File: config.mk
export PLATFORM = sky130hd
export DESIGN_NAME = id_bypass_unit
export DESIGN_NICKNAME = d
export VERILOG_FILES = /design/src/rtl/id_bypass_unit.sv
export SDC_FILE = /design/constraint.sdc
export NUM_CORES = 1
export LEC_CHECK = 0
export ABC_AREA = 0
export ABC_CLOCK_PERIOD_IN_PS = 5400
export CAP_MARGIN = 20
export CORE_AREA = 5 5 138 140
export CTS_CLUSTER_SIZE = 16
export DETAILED_ROUTE_END_ITERATION = 6
export DIE_AREA = 0 0 143 145
export GPL_TIMING_DRIVEN = 0
export PLACE_DENSITY = 0.78
export RECOVER_POWER = 50
export SYNTH_ARGS = -nofsm -noshare
export SYNTH_HDL_FRONTEND = slang
export SYNTH_SLANG_ARGS = --single-unit
File: constraint.sdc
create_clock -name clk -period 5.4 [get_ports clk]
set_clock_uncertainty 0.2 [all_clocks]
set_input_delay 1.62 -clock clk [delete_from_list [all_inputs] [get_ports clk]]
set_output_delay 1.62 -clock clk [all_outputs]
set_load 0.01 [all_outputs]
File: src/rtl/id_bypass_unit.sv
// Decode-stage operand bypass: scoreboard of in-flight writes, youngest-match forwarding and stall request.
// Optional macro ID_BYPASS_STATS_EN adds a saturating stall-cycle counter (stall_cnt_o).
module id_bypass_unit #(
  parameter int NUM_RD = 2,
  parameter int DEPTH  = 3,
  parameter int DATA_W = 32,
  parameter int ADDR_W = 5
) (
  input  logic                     clk,
  input  logic                     rst,
  input  logic                     hold_i,
  input  logic                     flush_i,
  input  logic                     id_issue_i,
  input  logic                     id_wreg_i,
  input  logic [ADDR_W-1:0]        id_wd_i,
  input  logic [DEPTH-1:0]         stg_rdy_i,
  input  logic [DEPTH*DATA_W-1:0]  stg_wdata_i,
  input  logic [NUM_RD-1:0]        rd_en_i,
  input  logic [NUM_RD*ADDR_W-1:0] rd_addr_i,
  input  logic [NUM_RD*DATA_W-1:0] rd_regfile_i,
  output logic [NUM_RD*DATA_W-1:0] rd_data_o,
  output logic                     stallreq_o
`ifdef ID_BYPASS_STATS_EN
  ,
  output logic [31:0]              stall_cnt_o
`endif
);

  logic              valid_q [DEPTH];
  logic              ready_q [DEPTH];
  logic [ADDR_W-1:0] wd_q    [DEPTH];
  logic [DATA_W-1:0] data_q  [DEPTH];

  logic              ready_eff [DEPTH];
  logic [DATA_W-1:0] data_eff  [DEPTH];
  logic [NUM_RD-1:0] port_stall;

  always_comb begin
    for (int k = 0; k < DEPTH; k++) begin
      ready_eff[k] = ready_q[k] | stg_rdy_i[k];
      data_eff[k]  = ready_q[k] ? data_q[k] : stg_wdata_i[k*DATA_W +: DATA_W];
    end
  end

  // Control state: valid/ready, the only fields under reset
  always_ff @(posedge clk or negedge rst) begin
    if (!rst) begin
      for (int k = 0; k < DEPTH; k++) begin
        valid_q[k] <= 1'b0;
        ready_q[k] <= 1'b0;
      end
    end else if (flush_i) begin
      for (int k = 0; k < DEPTH; k++) begin
        valid_q[k] <= 1'b0;
        ready_q[k] <= 1'b0;
      end
    end else if (hold_i) begin
      for (int k = 0; k < DEPTH; k++)
        ready_q[k] <= ready_eff[k];
    end else begin
      valid_q[0] <= id_issue_i & id_wreg_i & (id_wd_i != '0);
      ready_q[0] <= 1'b0;
      for (int k = 1; k < DEPTH; k++) begin
        valid_q[k] <= valid_q[k-1];
        ready_q[k] <= ready_eff[k-1];
      end
    end
  end

  // Payload: address and data follow the same shift/hold pattern, no reset needed
  always_ff @(posedge clk) begin
    if (!flush_i) begin
      if (hold_i) begin
        for (int k = 0; k < DEPTH; k++)
          data_q[k] <= data_eff[k];
      end else begin
        wd_q[0]   <= id_wd_i;
        data_q[0] <= '0;
        for (int k = 1; k < DEPTH; k++) begin
          wd_q[k]   <= wd_q[k-1];
          data_q[k] <= data_eff[k-1];
        end
      end
    end
  end

  // Lookup: scan oldest to youngest so the youngest match overrides
  always_comb begin
    logic              hit;
    logic              rdy;
    logic [DATA_W-1:0] fwd;
    logic [ADDR_W-1:0] addr;
    rd_data_o  = rd_regfile_i;
    port_stall = '0;
    for (int p = 0; p < NUM_RD; p++) begin
      hit  = 1'b0;
      rdy  = 1'b0;
      fwd  = rd_regfile_i[p*DATA_W +: DATA_W];
      addr = rd_addr_i[p*ADDR_W +: ADDR_W];
      for (int k = DEPTH-1; k >= 0; k--) begin
        if (rd_en_i[p] && (addr != '0) && valid_q[k] && (wd_q[k] == addr)) begin
          hit = 1'b1;
          rdy = ready_eff[k];
          fwd = data_eff[k];
        end
      end
      if (hit && rdy)
        rd_data_o[p*DATA_W +: DATA_W] = fwd;
      port_stall[p] = hit & ~rdy;
    end
  end

  assign stallreq_o = |port_stall;

`ifdef ID_BYPASS_STATS_EN
  always_ff @(posedge clk or negedge rst) begin
    if (!rst)
      stall_cnt_o <= '0;
    else if (stallreq_o && !hold_i && (stall_cnt_o != 32'hFFFF_FFFF))
      stall_cnt_o <= stall_cnt_o + 32'd1;
  end
`endif

endmodule
==> flow_summary.toml <==
[power_and_ir_drop]
ir_worst_vdd_mv = 0.2140
power.density_nw_per_um2 = 233.0
power.leakage_nw = 4.635
p_total_mw = 2.823

[final_layout]
layout.nets = 1157
post-route-util = 0.6838
area_growth_pct = 53.12
drive_gt1_frac = 0.2846

[global_routing]
grtUsageTotal = 0.2652
grt_max_degree = 58
grt_pass1_wl_mm = 41.92
grt_pass1_vias = 7175
grt.overflow.total = 0
antenna_found_initial = 2

[setup_path]
slowest_delay_ps = 530
cp_slowest_cell = "or4_4"
cp.arrival_ps = 3880
path_class = "primary input to output port"
cp.required_ps = 3580
worstPathCellList = "buf_8 -> or4_4 -> o21ai_4 -> and4b_1 -> buf_6 -> a21oi_4 -> a22oi_4 -> buf_12 -> buf_12 -> mux2_4 -> buf_6"
cp_max_fo = 6
end_kind = "output port"
crit_family = "simple AND/OR/NAND/NOR gates"
critPathBufInv = 5
critPathLaunchType = "primary input"

[yosys]
netlist_instances = 675
synth_most_common_cell = "edfxtp_1"
yosysSeqAreaShare = 0.4402
synth_nets = 861
synth_commonest_cells = "edfxtp_1 (111), mux2i_1 (98), nand2_1 (70), o221ai_1 (64), mux2_4 (50)"
synth_cell_type_count = 33
synth_top_area_frac = 0.4213
synthArstFlopShare = 0.05128
synth_seq_cells = 117
ys_top_cells_by_area = "edfxtp_1 (42%), mux2i_1 (12%), mux2_4 (9.5%), o221ai_1 (7.1%), mux2_2 (6.5%)"
ys_warn_count = 0
syn_area_um2 = 7913
ys.flop_type = "edfxtp_1"
syn_avg_cell_area_um2 = 11.72
synth_edf_count = 111
synth_top_cell_by_area = "edfxtp_1"

[run]
cap_violations = 1

[die]
num_rows = 49
die_x_um = 143
die_h_um = 145
start_util = 0.4466
core_um2 = 17720
io_pins = 251
die_area_um2 = 20740

[run_status]
status = "finished with violations"
failed_checks = "capacitance limit, slew limit, setup timing"

[drt]
wirelength_mm = 28.36
drt-vias-per-instance = 5.822
antenna_left = 0
wl_per_cell_um = 23.34
drc_errors = 0
drt_first_pass_iters = 5
drt_iter0_markers = 603
vias = 7074

[sta]
setup_ws_ps = -303.9
fmax_ghz = 0.1753
finalCriticalPeriod_ps = 5704
setup_viol = 65
timing.hold.ws_ps = 319.1
hold_violations = 0
min_period_over_period = 1.056
rsz0062_at_grt = "true"
drv_slew = 41
worst_pin_slew_ps = 1914
slew_headroom = -0.2832

[clock_network]
hold_buffers = 0
cts_sinks = 117
insertion_delay_ps = 420
htreeDepth = 4
cts.root.buffer_cell = "clkbuf_16"
numCtsBuffers = 17
cts_buffer_depth = 2
clk_pin_slew_ps = 50
cts_tree = "built"

[placement]
portBuffers = 248
dp.final_hpwl_mm = 18.98
gp_congestion = 0.8278

[min_path]
hold_path_class = "flip-flop to flip-flop"
-- power breakdown --
group	total, mW	switching [mW]	internal, mW
clock	1.17	0.405	0.763
sequential	1.11	0.0210	1.08
combinational	0.549	0.247	0.302
total	2.82	0.673	2.15
-- registers in the layout, summed over array words and instances (netlist names) --
signal / count
data_q: 96
wd_q: 15
ready_q: 3
valid_q: 3
-- final timing paths --
check | slack (ps) | from | depth (start not counted) | to
setup / recovery | -300 | rd_addr_i[4] | 11 | rd_data_o[23]
hold / removal | 320 | wd_q[0][5]$_DFFE_PP_ | 0 | wd_q[0][10]$_DFFE_PP_
setup reg to reg | 2820 | ready_q[1]$_DFF_PN0_ | 4 | data_q[0][78]$_DFFE_PP_
hold reg to reg | 320 | wd_q[0][5]$_DFFE_PP_ | 0 | wd_q[0][10]$_DFFE_PP_
max in group asynchronous | 3470 | rst | 1 | ready_q[1]$_DFF_PN0_
min in group asynchronous | 1310 | rst | 1 | ready_q[2]$_DFF_PN0_
-- per-stage QoR --
step | instance area [µm²] | TNS, ps | setup WS [ps] | std cells
3_3_place_gp | 10680 | -86250 | -1425 | 1152
3_5_place_dp | 10710 | -87980 | -1517 | 1153
5_1_grt | 12110 | -20290 | -346.6 | 1213
4_1_cts | 12090 | -18140 | -370.9 | 1210
2_1_floorplan | 7913 | 0 | 77.78 | 675
6_report | 12120 | -17510 | -303.9 | 1215
-- what timing repair did --
action,in CTS,in global routing
setup buffers,19,6
cloned,6,0
hold endpoints to repair,0,0
gates resized for setup,471,16
setup endpoints to repair,65,65
pin swaps,9,5
-- layout by cell type, fill, tap and decap left out, types with 5 or more instances in the layout --
cell type,count
o221ai_2,7
nor2_1,41
buf_6,72
buf_1,6
and2_1,32
o221ai_1,57
edfxtp_1,111
clkbuf_16,18
xor2_1,8
mux2_2,33
buf_12,10
clkbuf_8,9
mux2_4,63
mux2i_1,98
nand2_1,69
xnor2_1,22
dfrtp_1,6
clkbuf_1,24
dlygate4sd3_1,7
a21oi_1,34
clkdlybuf4s50_1,166
clkbuf_4,5
buf_4,18
-- routing by layer --
metal / track usage / vias to the layer above / share of wire
met1: 0.3530 / 3408 / 0.40
met4: 0.09221 / 2 / 0.027
met3: 0.06417 / 58 / 0.098
met5: 0 / - / 0.00046
met2: 0.4222 / 419 / 0.47
li1: - / 3187 / -
-- cells by family (layout without fill, tap and decap cells) --
| family | count (synthesis) | count (layout) | share of synthesized area |
|---|---|---|---|
| muxes | 194 | 194 | 0.2843 |
| DFF | 117 | 117 | 0.4402 |
| and+or+nand+nor | 170 | 170 | 0.1004 |
| buffers and inverters | 56 | 365 | 0.03416 |
| AOI/OAI and AO/OA | 108 | 108 | 0.1077 |
| xor gates and xnor gates | 30 | 30 | 0.03321 |
| other | 0 | 2 | 0 |
-- area by class of cell --
class / instances / area (µm²)
fillers: 1289 / 5603
plain buffers: 53 / 445.4
well taps: 229 / 286.5
flip-flops and latches: 117 / 3483
clock inverters: 12 / 160.2
repair buffers: 278 / 2934
multi-input cells: 502 / 4355
clock buffers: 20 / 436.7
diodes: 2 / 5.005
inverters: 2 / 8.758
(Power assumes the default switching activity.)
